### src/rtl/vec_mem_sequencer.sv
// vec_mem_sequencer
// Turns one cpu memory op (a scalar word or a LANES-wide vector) into a run of
// single-word accesses on a single-port RAM, one per cycle. The cpu is stalled
// until the op finishes. Loads return all gathered lanes in a single beat.
module vec_mem_sequencer #(
  parameter int LANES  = 16,
  parameter int DATA_W = 32,
  parameter int ADDR_W = 18,
  parameter int RD_LAT = 1
) (
  input  logic                    i_clk,
  input  logic                    i_rst,
  input  logic                    i_req_valid,
  input  logic                    i_req_write,
  input  logic                    i_req_vec,
  input  logic [ADDR_W-1:0]       i_req_addr,
  input  logic [LANES*DATA_W-1:0] i_req_wdata,
  output logic                    o_req_ready,
  output logic                    o_stall,
  output logic                    o_resp_valid,
  output logic [LANES*DATA_W-1:0] o_resp_rdata,
  output logic [ADDR_W-1:0]       o_mem_addr,
  output logic [DATA_W-1:0]       o_mem_wdata,
  output logic                    o_mem_we,
  input  logic [DATA_W-1:0]       i_mem_rdata
);

  localparam int CNT_W = (LANES > 1) ? $clog2(LANES) : 1;
  localparam int LAT_W = 3;
  localparam logic [CNT_W-1:0] LAST_VEC   = CNT_W'(LANES - 1);
  localparam logic [LAT_W-1:0] DRAIN_LAST = LAT_W'(RD_LAT - 1);

  typedef enum logic [2:0] {
    S_IDLE,
    S_WRITE,
    S_READ,
    S_DRAIN,
    S_DONE
  } state_t;

  state_t              r_state;
  logic                r_vec;
  logic [CNT_W-1:0]    r_issue_cnt;
  logic [LAT_W-1:0]    r_drain_cnt;
  logic [ADDR_W-1:0]   r_mem_addr;
  logic [DATA_W-1:0]   r_mem_wdata;
  logic                r_mem_we;
  logic                r_resp_valid;
  logic [DATA_W-1:0]   r_wlane [LANES];
  logic [DATA_W-1:0]   r_rlane [LANES];
  logic [CNT_W-1:0]    r_cap_cnt;
  logic [RD_LAT-1:0]   r_cap_pipe;

  logic                w_accept;
  logic                w_load_accept;
  logic                w_issue;
  logic [CNT_W-1:0]    w_last_beat;
  logic [CNT_W-1:0]    w_next_beat;

  assign w_accept      = (r_state == S_IDLE) && i_req_valid;
  assign w_load_accept = w_accept && !i_req_write;
  assign w_issue       = (r_state == S_READ);
  assign w_last_beat   = r_vec ? LAST_VEC : '0;
  assign w_next_beat   = r_issue_cnt + CNT_W'(1);

  // Sequencer FSM: drives the RAM port from registers, one word per beat.
  always_ff @(posedge i_clk) begin
    if (i_rst) begin
      r_state      <= S_IDLE;
      r_vec        <= 1'b0;
      r_issue_cnt  <= '0;
      r_drain_cnt  <= '0;
      r_mem_addr   <= '0;
      r_mem_wdata  <= '0;
      r_mem_we     <= 1'b0;
      r_resp_valid <= 1'b0;
    end else begin
      case (r_state)
        S_IDLE: begin
          r_resp_valid <= 1'b0;
          if (i_req_valid) begin
            r_vec       <= i_req_vec;
            r_issue_cnt <= '0;
            r_drain_cnt <= '0;
            r_mem_addr  <= i_req_addr;
            r_mem_we    <= i_req_write;
            r_mem_wdata <= i_req_write ? i_req_wdata[DATA_W-1:0] : '0;
            r_state     <= i_req_write ? S_WRITE : S_READ;
          end
        end
        S_WRITE: begin
          if (r_issue_cnt == w_last_beat) begin
            r_mem_addr   <= '0;
            r_mem_wdata  <= '0;
            r_mem_we     <= 1'b0;
            r_resp_valid <= 1'b1;
            r_state      <= S_DONE;
          end else begin
            r_issue_cnt <= w_next_beat;
            r_mem_addr  <= r_mem_addr + ADDR_W'(1);
            r_mem_wdata <= r_wlane[w_next_beat];
          end
        end
        S_READ: begin
          if (r_issue_cnt == w_last_beat) begin
            r_mem_addr  <= '0;
            r_drain_cnt <= '0;
            r_state     <= S_DRAIN;
          end else begin
            r_issue_cnt <= w_next_beat;
            r_mem_addr  <= r_mem_addr + ADDR_W'(1);
          end
        end
        S_DRAIN: begin
          if (r_drain_cnt == DRAIN_LAST) begin
            r_resp_valid <= 1'b1;
            r_state      <= S_DONE;
          end else begin
            r_drain_cnt <= r_drain_cnt + LAT_W'(1);
          end
        end
        S_DONE: begin
          r_resp_valid <= 1'b0;
          r_state      <= S_IDLE;
        end
        default: begin
          r_mem_addr   <= '0;
          r_mem_wdata  <= '0;
          r_mem_we     <= 1'b0;
          r_resp_valid <= 1'b0;
          r_state      <= S_IDLE;
        end
      endcase
    end
  end

  // Snapshot the store data on accept so later cpu changes cannot leak in.
  always_ff @(posedge i_clk) begin
    if (w_accept) begin
      for (int l = 0; l < LANES; l++) begin
        r_wlane[l] <= i_req_wdata[l*DATA_W +: DATA_W];
      end
    end
  end

  // Load capture: a delay line tracks each issued read so its data lands in the right lane.
  always_ff @(posedge i_clk) begin
    if (i_rst) begin
      r_cap_pipe <= '0;
      r_cap_cnt  <= '0;
      for (int l = 0; l < LANES; l++) begin
        r_rlane[l] <= '0;
      end
    end else begin
      r_cap_pipe[0] <= w_issue;
      for (int k = 1; k < RD_LAT; k++) begin
        r_cap_pipe[k] <= r_cap_pipe[k-1];
      end
      if (w_load_accept) begin
        r_cap_cnt <= '0;
        for (int l = 0; l < LANES; l++) begin
          r_rlane[l] <= '0;
        end
      end else if (r_cap_pipe[RD_LAT-1]) begin
        r_rlane[r_cap_cnt] <= i_mem_rdata;
        r_cap_cnt          <= r_cap_cnt + CNT_W'(1);
      end
    end
  end

  // Flatten the gathered lanes onto the response bus.
  always_comb begin
    o_resp_rdata = '0;
    for (int l = 0; l < LANES; l++) begin
      o_resp_rdata[l*DATA_W +: DATA_W] = r_rlane[l];
    end
  end

  assign o_req_ready  = (r_state == S_IDLE);
  assign o_stall      = w_accept || (r_state == S_WRITE) || (r_state == S_READ) ||
                        (r_state == S_DRAIN);
  assign o_resp_valid = r_resp_valid;
  assign o_mem_addr   = r_mem_addr;
  assign o_mem_wdata  = r_mem_wdata;
  assign o_mem_we     = r_mem_we;

endmodule

### config.mk
export PLATFORM = sky130hd
export DESIGN_NAME = vec_mem_sequencer
export DESIGN_NICKNAME = d
export VERILOG_FILES = /design/src/rtl/vec_mem_sequencer.sv
export SDC_FILE = /design/constraint.sdc
export NUM_CORES = 2
export LEC_CHECK = 0
export ABC_AREA = 1
export CORE_AREA = 2 2 440 442
export CTS_CLUSTER_SIZE = 24
export DETAILED_ROUTE_END_ITERATION = 12
export DIE_AREA = 0 0 442 444
export PLACE_DENSITY_LB_ADDON = 0.05
export SLEW_MARGIN = 25
export SYNTH_ARGS = -nofsm -noshare
export SYNTH_HDL_FRONTEND = slang
export SYNTH_SLANG_ARGS = --single-unit
### constraint.sdc
create_clock -name i_clk -period 27.4 [get_ports i_clk]
set_input_delay 5.48 -clock i_clk [delete_from_list [all_inputs] [get_ports i_clk]]
set_output_delay 5.48 -clock i_clk [all_outputs]
set_load 0.05 [all_outputs]
==> run summary <==
The maximum vdd drop is 0.0000786 V. The shortest clock period the worst path allows after layout is 12.55 ns. For this run, the detailed router's first-pass iteration total came to 7. The count of nets after finishing is 5,540.

The number of post-CTS setup repair buffers is 0. The post-detailed-placement cell area came out at 57,600 µm². The number of fill cells is 19.6k.

The via count of the first global-routing pass came to 31.7k. From left edge to right edge, the die measures 442 µm. The flow ran to the end, and the final reports show no timing, DRC or antenna violations. Setup repair after global routing left no endpoint under its margin.

Buffers inserted to repair hold after CTS numbered 0. Summed over all nets, wire length on met3 after detailed routing comes to 12,800 µm. The number of placement rows is 161.

The number of DRC markers after the initial detailed-route iteration is 2,081. The number of vias per cell after detailed routing came out at 4.17. The utilization after layout came out at 0.323.

Entering global routing, the biggest net connects 156 pins. The post-cts sizing count came out at 0. The netlist area before placement came out at 43,300 µm². Static timing analysis puts the maximum clock frequency at 0.0797 GHz.

The aggregate global routing overflow is 0. The clock passes through at most 3 buffers. The CTS root buffer is clkbuf_16. The via count is 31.7k. The reg-to-reg setup timing slack came out at 22.73 ns. The worst setup path is launched from an input port. The area of the die came out at 196,000 µm². The pre-CTS setup slack is 14.85 ns. The sequential cell area fraction in the yosys report is 0.742. The height of the die is 444 µm. The mean post-synth cell area came out at 11.3 µm².

Wires add up to 203,000 µm. The signed area change from the synthesized netlist to the final layout is 43.0%. In the post-route analysis, the smallest setup slack over all paths is 14.85 ns. Total power for the finished layout comes to 6.20 mW. The worst setup path is captured at an output pin. The antenna violation net count after detailed routing came out at 0. The max-slew violation total from the final report came out at 0.

The net count of the mapped netlist came out at 4,402. After detailed routing, no signal wire sits above met5. In the routed design, unresolved DRC markers number 0.

In this run the worst path has a maximum fanout of 3. In this run the static leakage power is 24.4 nW. The wire length per cell after detailed routing came out at 26.7 µm.

In this run the power density over the cells is 100 nW/µm². The class of the tightest hold or removal check is reg2reg. The initial antenna violation count is 99. The clock-pin slew of the registers on the worst-case setup and hold paths is 0.05 ns. The global-route total usage across every layer is 0.203. In this run, CTS created clock tree buffers numbering 139.

The cell area after layout came out at 61,900 µm². The setup skew after layout came out at 0.0233 ns. Detailed placement ended at an HPWL of 145,000 µm.

The fraction of layout instances using a drive strength above 1 is 0.0570. After technology mapping, the gate count stands at 3,827. The share of the cycle needed by the critical path after routing came out at 0.458. The category of the most critical setup path is in2out.

TritonCTS built the clock tree. The number of levels the H-tree was split into is 4. The count of synthesis-stage warnings from yosys is 0.

Summed over all nets, wire length on met2 after detailed routing comes to 109,000 µm. The flip-flop and latch count after synthesis came out at 1,092. The congestion estimate from routability-driven global placement came to 0.788. At the worst endpoint, the required time is 21.92 ns. The insertion delay to the later sink of the worst-skew pair came out at 0.80 ns. Across the run, the number of max-cap violations was 0.

The distinct cell type count of the synthesized netlist is 26. For this block, wires on met1 add up to 74,400 µm. The final number of hold-violating endpoints came to 0.

The first-pass GRT wire length came out at 274,000 µm. The initial core utilization is 0.226. Clock tree synthesis found a total of 1,092 sinks. At the pin with the least slew margin, the transition time is 1.10 ns.

For the worst setup path, the data arrival time is 7.07 ns. The core area came out at 192,000 µm². The setup-violating endpoint count in the final report came out at 0. Summed over all failing endpoints, the final setup total negative slack is 0 ns. The total I/O pin count is 1,133. Headroom to the max-slew limit came out at 0.270. The number of port buffers is 1,132.
state kept, by name, summed over array words and instances (netlist names):
name	count
r_issue_cnt	4
r_wlane	512
r_state	3
o_mem_wdata	32
o_resp_valid	1
r_rlane	512
o_mem_we	1
r_drain_cnt	3
o_mem_addr	18
r_cap_pipe	1
r_cap_cnt	4
r_vec	1
critical path, stage by stage:
cell,delay [ns]
clkdlybuf4s50_1,0.46
inv_1,0.09
a21oi_1,0.20
clkdlybuf4s50_1,0.83
stage by stage:
stage	hold slack (ns)	std cells
2_1_floorplan	0.458	3827
3_3_place_gp	0.452	7350
3_5_place_dp	0.456	7350
4_1_cts	0.465	7596
5_1_grt	0.476	7612
6_report	0.462	7615
final cells by class:
class                   instances  area [µm²]  share of cell area
multi-input cells            2065        8700               0.140
diodes                         19        47.5            0.000768
well taps                    2526        3160              0.0510
repair buffers               1207       11900               0.192
clock inverters                62         489             0.00790
flip-flops and latches       1092       32100               0.519
clock buffers                 184        3760              0.0608
inverters                     460        1740              0.0281
report_power, final:
group          switching [mW]  internal, mW  total [mW]
clock                   0.757          1.00        1.76
sequential              0.108          2.26        2.37
combinational            1.51         0.555        2.06
routing by layer:
| layer | vias up | global-route usage |
|---|---|---|
| li1 | 14840 | - |
| met1 | 15363 | 0.214 |
| met2 | 1111 | 0.380 |
| met3 | 372 | 0.0573 |
| met4 | 36 | 0.0731 |
| met5 | - | 0 |
path summary, 6_finish.rpt:
| path | cells past startpoint | from | end |
|---|---|---|---|
| setup / recovery | 4 | i_req_valid | o_stall |
| hold / removal | 2 | o_mem_wdata[29]$_SDFFE_PP0P_ | o_mem_wdata[29]$_SDFFE_PP0P_ |
| setup reg to reg | 7 | r_state[1]$_SDFFE_PP0P_ | r_wlane[12][9]$_DFFE_PP_ |
| hold reg to reg | 2 | o_mem_wdata[29]$_SDFFE_PP0P_ | o_mem_wdata[29]$_SDFFE_PP0P_ |
cell families (layout without fill, tap and decap cells):
family | count (synthesis) | in the layout | share of synthesized area
AOI/OAI and AO/OA | 90 | 90 | 0.0106
adders and majority gates | 8 | 8 | 0.00231
other | 0 | 19 | 0
DFF | 1092 | 1092 | 0.742
and+or+nand+nor | 1953 | 1953 | 0.182
xor gates and xnor gates | 14 | 14 | 0.00318
buffers and inverters | 670 | 1913 | 0.0604
cells in the mapped netlist, drive strengths merged:
cell	n	area, µm²
inv	459	1720
a31oi	1	6.26
nand3	402	2010
a211oi	1	7.51
a21oi	64	320
ha	8	100
or2	1	6.26
edfxtp	1024	30700
o21ai	23	115
clkbuf	107	402
nand2	980	3680
dfxtp	68	1360
clkinv	1	3.75
nor3	5	25.0
xnor2	4	42.6
nor2	562	2120
o21bai	1	7.51
xor2	10	95.1
nand4	3	18.8
buf	103	487
placed cells by master, fill, tap and decap left out, types with 3 or more instances in the layout:
cell             instances
clkinv_1                33
clkinv_8                 3
nand3_1                398
clkbuf_1                38
nand2_2                 10
xor2_1                   7
clkinv_2                15
diode_2                 19
a21oi_1                 64
nand3_2                  4
nor2_2                   5
nand2_1                970
ha_1                     7
clkbuf_16              143
xor2_4                   3
clkdlybuf4s50_1       1131
inv_16                   3
nor2_1                 554
dfxtp_1                 67
inv_6                    5
clkbuf_8                 3
nor3_1                   5
edfxtp_1              1024
buf_4                   74
inv_2                    6
bufinv_16                4
o21ai_0                 23
xnor2_1                  3
nand4_1                  3
nor2_4                   3
inv_1                  451
Power figures use the tool's default switching activity.
